[src/rtl/fcvt_s_wu.sv]
// fcvt_s_wu: unsigned 32-bit integer to IEEE-754 binary32 conversion.
// The request is registered on arrival. Three stages then follow:
// leading-one detect, normalize, round/pack.
// A result appears three edges after the edge that captured its request.
module fcvt_s_wu (
    input  logic        clk,
    input  logic        rst_n,
    input  logic        valid_input,
    input  logic [31:0] a,
    input  logic [2:0]  rm,
    output logic        valid_output,
    output logic [31:0] y,
    output logic        nx
);

    typedef enum logic [2:0] {
        RM_RNE = 3'b000,
        RM_RTZ = 3'b001,
        RM_RDN = 3'b010,
        RM_RUP = 3'b011,
        RM_RMM = 3'b100
    } rm_e;

    // capture register
    logic        v0;
    logic [31:0] a0;
    logic [2:0]  rm0;

    // stage 1: zero detect / leading-one position
    logic        v1;
    logic        zero1;
    logic [4:0]  p1;
    logic [30:0] a1;
    logic [2:0]  rm1;
    logic [4:0]  p_c;

    // stage 2: normalized fraction, guard, sticky
    logic        v2;
    logic        zero2;
    logic [2:0]  rm2;
    logic [7:0]  exp2;
    logic [22:0] frac2;
    logic        guard2;
    logic        sticky2;
    logic [30:0] norm_c;

    // stage 3: rounding
    rm_e         mode_c;
    logic        round_up_c;
    logic [23:0] sum_c;
    logic [7:0]  exp_r_c;
    logic [22:0] frac_r_c;
    logic [31:0] y_c;
    logic        nx_c;

    // Capture the request; data only loads when the request is valid.
    always_ff @(posedge clk or negedge rst_n) begin
        if (!rst_n) begin
            v0  <= 1'b0;
            a0  <= '0;
            rm0 <= '0;
        end else begin
            v0 <= valid_input;
            if (valid_input) begin
                a0  <= a;
                rm0 <= rm;
            end
        end
    end

    // Position of the most-significant 1; the highest set bit wins.
    always_comb begin
        p_c = '0;
        for (int unsigned i = 0; i < 32; i++) begin
            if (a0[i]) p_c = i[4:0];
        end
    end

    // Stage 1 register. Bit 31 of the operand is dropped here.
    // Only the bits below the leading one survive normalization.
    always_ff @(posedge clk or negedge rst_n) begin
        if (!rst_n) begin
            v1    <= 1'b0;
            zero1 <= 1'b0;
            p1    <= '0;
            a1    <= '0;
            rm1   <= '0;
        end else begin
            v1 <= v0;
            if (v0) begin
                zero1 <= (a0 == 32'd0);
                p1    <= p_c;
                a1    <= a0[30:0];
                rm1   <= rm0;
            end
        end
    end

    // The shift places the bit just below the leading one at bit 30.
    assign norm_c = a1 << (5'd31 - p1);

    // Stage 2 register: fraction, guard bit, sticky bit, biased exponent.
    always_ff @(posedge clk or negedge rst_n) begin
        if (!rst_n) begin
            v2      <= 1'b0;
            zero2   <= 1'b0;
            rm2     <= '0;
            exp2    <= '0;
            frac2   <= '0;
            guard2  <= 1'b0;
            sticky2 <= 1'b0;
        end else begin
            v2 <= v1;
            if (v1) begin
                zero2   <= zero1;
                rm2     <= rm1;
                exp2    <= 8'd127 + {3'b000, p1};
                frac2   <= norm_c[30:8];
                guard2  <= norm_c[7];
                sticky2 <= |norm_c[6:0];
            end
        end
    end

    // Decode the rounding mode; unused encodings fall back to RNE.
    always_comb begin
        mode_c = RM_RNE;
        case (rm2)
            3'b001:  mode_c = RM_RTZ;
            3'b010:  mode_c = RM_RDN;
            3'b011:  mode_c = RM_RUP;
            3'b100:  mode_c = RM_RMM;
            default: mode_c = RM_RNE;
        endcase
    end

    // Round-up decision, fraction carry into exponent, pack.
    always_comb begin
        round_up_c = 1'b0;
        case (mode_c)
            RM_RNE:  round_up_c = guard2 & (sticky2 | frac2[0]);
            RM_RTZ:  round_up_c = 1'b0;
            RM_RDN:  round_up_c = 1'b0;
            RM_RUP:  round_up_c = guard2 | sticky2;
            RM_RMM:  round_up_c = guard2;
            default: round_up_c = 1'b0;
        endcase
        sum_c    = {1'b0, frac2} + {23'd0, round_up_c};
        frac_r_c = sum_c[23] ? '0 : sum_c[22:0];
        exp_r_c  = exp2 + {7'd0, sum_c[23]};
        y_c      = zero2 ? '0 : {1'b0, exp_r_c, frac_r_c};
        nx_c     = ~zero2 & (guard2 | sticky2);
    end

    // Output register: y and nx hold their values between results.
    always_ff @(posedge clk or negedge rst_n) begin
        if (!rst_n) begin
            valid_output <= 1'b0;
            y            <= '0;
            nx           <= 1'b0;
        end else begin
            valid_output <= v2;
            if (v2) begin
                y  <= y_c;
                nx <= nx_c;
            end
        end
    end

endmodule

[config.mk]
export PLATFORM = sky130hd
export DESIGN_NAME = fcvt_s_wu
export DESIGN_NICKNAME = d
export VERILOG_FILES = /design/src/rtl/fcvt_s_wu.sv
export SDC_FILE = /design/constraint.sdc
export NUM_CORES = 1
export LEC_CHECK = 0
export ABC_CLOCK_PERIOD_IN_PS = 7200
export BUFFER_PORTS_ARGS = -buffer_cell sky130_fd_sc_hd__buf_2
export CAP_MARGIN = 15
export CORE_MARGIN = 3
export CORE_UTILIZATION = 33
export CTS_CLUSTER_SIZE = 10
export DETAILED_ROUTE_END_ITERATION = 8
export PLACE_DENSITY = 0.47
export SLEW_MARGIN = 0
export SYNTH_ARGS = -nofsm -noshare
export SYNTH_HDL_FRONTEND = slang
export SYNTH_SLANG_ARGS = --single-unit
[constraint.sdc]
create_clock -name clk -period 7.2 [get_ports clk]
set_input_delay 1.08 -clock clk [delete_from_list [all_inputs] [get_ports clk]]
set_output_delay 1.08 -clock clk [all_outputs]
set_load 0.05 [all_outputs]
# == Yosys cells after proc, flatten, opt, wreduce, memory -nomap -nowiden ==
# Index checks and enable logic that the tools add are counted.
# totals
word_cells,72
inputBits,38
register_bits,149
out_inout_bits,34
# classes
n_reduce_logical,3
eq_ne,6
mux,35
n_bitwise,5
n_shift,1
addsub,4
# ops
operator,n
two-way mux 5 bit,28
zero test 32 bit,1
two-way mux 31 bit,1
<< shifter 31 x 5 -> 31 bit,1
adder 23 x 1 -> 24 bit,1
two-way mux 23 bit,1
one-hot mux 3 bit (4 select lines),1
"equality test 3 x 2 -> 1 bit, second input constant",3
"adder 7 x 5 -> 8 bit, first input constant",1
adder 8 x 1 -> 8 bit,1
OR reduction 7 bit,1
"equality test 3 bit, second input constant",2
"subtractor 5 bit, first input constant",1
two-way mux 2 bit,2
"equality test 3 x 1 -> 1 bit, second input constant",1
zero test 3 bit,1
one-hot mux 1 bit (3 select lines),1
bitwise AND 1 bit,2
bitwise OR 1 bit,2
two-way mux 1 bit,1
inverter 1 bit,1

# == Longest topological paths before layout ==
# logic_depth
word_depth,31
ltp_mapped,14
ltp_nobuf,14

# == Least setup slack after synthesis ==
# OpenSTA, ideal clock, no wires.
# synth_path
path_kind,register to register
from,reg rm2[0]
to,reg y[30]
t_required_ps,7059
path_stages_with_launch,15
path_buffers,0
synth_period_minus_slack_ps,2498
setup_time_ps,141
setup_slack_ps,4702
t_arrival_ps,2357
cell_sequence,dfrtp_1 -> nor2_1 -> nor2_1 -> a21oi_1 -> a21oi_1 -> o32ai_1 -> ha_1 -> nand4_1 -> nor3_2 -> and3_1 -> ha_1 -> and3_1 -> nand3_1 -> xor2_1 -> o22ai_1
# synth_via
elab_chain_cells,7
elab_cells_between_ends,12
classes_between,add/sub (2); eq/ne (6); mux (3); reduce/logical (1)
# synth_lines
element,line_no,text
"start, declared",40,logic [2:0] rm2;
"start signal, assigned",116,rm2 <= rm1;
"equality test 3 bit, or another cell as far along",128,case (rm2)
one-hot mux 3 bit (4 select lines) *,128,
"equality test 3 bit, or another cell as far along",140,case (mode_c)
one-hot mux 1 bit (3 select lines) *,140,
adder 23 x 1 -> 24 bit *,148,"sum_c = {1'b0, frac2} + {23'd0, round_up_c};"
adder 8 x 1 -> 8 bit *,150,"exp_r_c = exp2 + {7'd0, sum_c[23]};"
two-way mux 31 bit *,151,"y_c = zero2 ? '0 : {1'b0, exp_r_c, frac_r_c};"
"end signal, assigned",164,y <= y_c;
"end, declared",12,"output logic [31:0] y,"
# Every way passes the cells marked *; elsewhere a longest branch is shown, timed or not.
# A chain may end at the register's enable or synchronous reset.

# == Final worst setup path ==
# layout_path
from,reg rm2[0]
to,reg y[14]
# layout_via
elab_chain_cells,7
elab_cells_between_ends,12
classes_between,add/sub (1); eq/ne (6); mux (4); reduce/logical (1)
# layout_lines
element,line_no,text
"equality test 3 bit, or another cell as far along",128,
one-hot mux 3 bit (4 select lines) *,128,
"equality test 3 bit, or another cell as far along",140,
one-hot mux 1 bit (3 select lines) *,140,
adder 23 x 1 -> 24 bit *,148,
two-way mux 23 bit *,149,frac_r_c = sum_c[23] ? '0 : sum_c[22:0];
two-way mux 31 bit *,151,
# Marked as above.

==> out/qor.yml <==
run_status:
  status: "finished clean"
layout:
  syn_to_final_growth_pct: 15.55
  fin_util_pct: 39.35
  fin_nets: 819
  diodes: 0
  final_layout_size_suffix_gt1_share_pct: 27.50
yosys:
  synth_top_family_by_area: "multiplexers"
  yosys.area_share.simple_pct: 10.07
  synth_xor_area_share_pct: 3.143
  yosys-mux-area-fraction_pct: 21.42
  synth_compound_gate_area_share_pct: 11.78
  synth_edf_count: 0
  syn_area_um2: 7804
  ys_seq_area_share_pct: 47.46
  avgSynthCellArea_um2: 10.82
  synth-seq-cells: 148
  synthAdderAreaFrac_pct: 0.8017
  synth_cell_types: 58
  yosys_most_used_dff: "dfrtp_1"
  yosys_warnings: 0
  synthArstFlopShare_pct: 100.0
  synthCells: 721
  syn_nets: 764
detailed_routing:
  dr_total_vias: 5644
  vias_per_cell: 5.122
  drt_iter0_markers: 364
  ant_nets: 0
  drt-total-wl_um: 19800
  drc_errors: 0
  wire_per_inst_um: 17.97
  dr.pass1.iters: 4
power_and_ir_drop:
  p_per_area_nw_per_um2: 314.3
  irDropWorstVdd_mv: 0.1530
  total_power_w: 0.002834
  leakagePower_nw: 3.914
timing:
  final-hold-violation-count: 0
  skew_ps: 7.597
  setup_viol_count_final: 0
  slew_viol_final: 0
  worst_pin_slew_ps: 981.9
  max_clock_freq_mhz: 338.0
  fin_setup_tns_ps: 0
  fin_crit_sh_pct: 41.10
  rsz0062_at_grt: "no"
  slew_headroom_pct: 34.54
  fin_crit_ps: 2959
job:
  cap_violations: 0
placed_design:
  gp_congestion: 0.8567
  io_buffers: 70
  dpl.hpwl_um: 14570
worst_setup_path:
  crit_fanout: 21
  cp.arrival_ps: 3220
  cp_top_family: "simple AND/OR/NAND/NOR gates"
  crit_buf_inv: 0
  start_kind: "flip-flop"
  timing.critical_path.slowest_stage_cell: "or2_1"
  cp_cell_sequence: "nor2_1 -> nor2_1 -> a21oi_1 -> a21oi_1 -> o32ai_1 -> ha_1 -> nand4_1 -> nor3_2 -> and3_1 -> or2_1 -> o22ai_1"
  cpPeakStageDelay_ps: 580
  crit_type: "flip-flop to flip-flop"
  endpoint_kind: "flip-flop"
  critical_path_required_ps: 7460
global_routing:
  met3_usage_pct: 2.698
  top_usage_layer: "met2"
  grt.total_usage_pct: 16.03
  grt_max_degree: 78
  overflow: 0
  met1_usage_pct: 22.57
  grt_pass1_vias: 5782
  antenna_found_initial: 0
  use_met2_pct: 25.42
  grt_pass1_wl_um: 33040
cts:
  cts.path.max_buffers: 2
  cts_made_buffers: 17
  ctsHoldBuffers: 0
  cts-root-buf: "clkbuf_16"
  tritoncts: "built"
  post-cts-setup-buffer-count: 0
  clock-sinks: 148
  cts_resized: 0
  clk_pin_slew_ps: 70
  cts_htree_levels: 4
  clk_latency_ps: 420
die:
  io_pins: 72
  die_width_um: 159.8
  die_area_um2: 25530
  initial_core_util_pct: 34.05
  die_h_um: 159.8
  coreArea_um2: 22920
  rows: 55
worst_hold_path:
  hold_path_class: "flip-flop to flip-flop"
## power by group
part	switching [W]	total, W	internal (W)
Sequential	0.000139	0.00111	0.000969
Clock	0.000382	0.000938	0.000557
Combinational	0.000473	0.000788	0.000315
## metal layers
layer  vias to the layer above  part of all wire (%)
met5                         -                     0
met4                         0                   1.8
met3                        21                   3.3
met2                       110                    47
met1                      2789                    48
li1                       2724                     -
## Yosys cell counts, types with 2 or more instances
master	instances	area share, %
clkbuf_1	22	1.1
and3_1	10	0.80
nand2_1	46	2.2
o2bb2ai_1	8	0.90
xnor2_1	18	2.0
a221o_1	2	0.26
o21a_1	3	0.29
nor2_1	59	2.8
a21oi_1	33	2.1
nor2b_1	5	0.40
buf_1	5	0.24
o31ai_1	3	0.29
nor3_1	9	0.58
dfrtp_1	148	47
nand3_1	20	1.3
mux2_2	81	12
buf_4	7	0.67
xor2_1	10	1.1
a32oi_1	3	0.34
o22a_1	3	0.34
o22ai_1	30	2.4
o211ai_1	3	0.29
a22oi_1	5	0.48
buf_6	3	0.43
inv_2	2	0.096
buf_2	5	0.32
a31oi_1	6	0.48
nand3b_1	3	0.29
nand2b_1	2	0.16
inv_1	50	2.4
or4_1	2	0.19
ha_1	5	0.80
o221ai_1	4	0.45
a211oi_1	3	0.29
mux2i_1	26	3.3
o21ai_0	27	1.7
mux4_2	21	6.1
nor4_1	5	0.40
nand4_1	5	0.40
## registers in the layout (all words and copies together) (netlist names), 3 cells and up
register	cells
exp2	8
frac2	23
rm1	3
rm2	3
p1	5
y	31
a0	32
rm0	3
a1	31
## cell type report
| cell class | count | area [um2] |
|---|---|---|
| Timing Repair Buffer | 78 | 416.7 |
| Tap cell | 313 | 391.6 |
| Inverter | 53 | 198.9 |
| Sequential cell | 148 | 3704 |
| Fill cell | 2278 | 13900 |
| Clock inverter | 14 | 188.9 |
| Clock buffer | 18 | 429.2 |
| Multi-Input combinational cell | 478 | 3689 |
## worst register-to-register path: stages, from the launching register on
cell,delay (ps)
dfrtp_1,400
nor2_1,150
nor2_1,50
a21oi_1,120
a21oi_1,60
o32ai_1,140
ha_1,280
nand4_1,230
nor3_2,360
and3_1,260
or2_1,580
o22ai_1,200
## final timing paths
kind | start | to | slack, ps | depth (start not counted)
worst max-delay path | rm2[0] | y[14] | 4240 | 11
worst max register to register | rm2[0] | y[14] | 4240 | 11
worst min register to register | y[28] | y[28] | 490 | 1
worst min-delay path | y[28] | y[28] | 490 | 1
max in group asynchronous | rst_n | a1[19] | 5080 | 2
min in group asynchronous | rst_n | y[26] | 670 | 1
## stage by stage
| step | hold WS (ps) | area [um2] | std cells | setup WS [ps] |
|---|---|---|---|---|
| finish | 486.8 | 9017 | 1102 | 4241 |
| detailed placement | 474.3 | 8399 | 1070 | 4217 |
| floorplan | 351.9 | 7804 | 721 | 4702 |
| CTS | 492.1 | 9017 | 1102 | 4230 |
| global placement | 465.7 | 8399 | 1070 | 4318 |
| global route | 517.3 | 9017 | 1102 | 3914 |
## placed cells by master (no fill, tap or decap), types with 4 or more instances in the layout
cell / count
inv_6: 5
and3_1: 10
a21oi_1: 33
o21ai_0: 27
dfrtp_1: 148
o2bb2ai_1: 8
xnor2_1: 18
xor2_1: 10
buf_4: 8
mux4_2: 21
nor2_1: 59
nand3_1: 20
o221ai_1: 4
nor3_1: 9
nand2_1: 46
ha_1: 5
a22oi_1: 5
nor2b_1: 5
clkbuf_16: 17
buf_2: 69
mux2i_1: 26
o22ai_1: 30
mux2_2: 81
a31oi_1: 6
inv_1: 50
nand4_1: 5
nor4_1: 5
## cells by family (layout without fill, tap and decap cells)
family                     after synthesis  in the layout
AOI/OAI and AO/OA                      143            143
xor gates and xnor gates                28             28
adders and majority gates                5              5
buffers and inverters                   95            163
DFF                                    148            148
muxes                                  130            130
other                                    1              1
and+or+nand+nor                        171            171
Note: power is estimated with default switching activity, not from simulation.
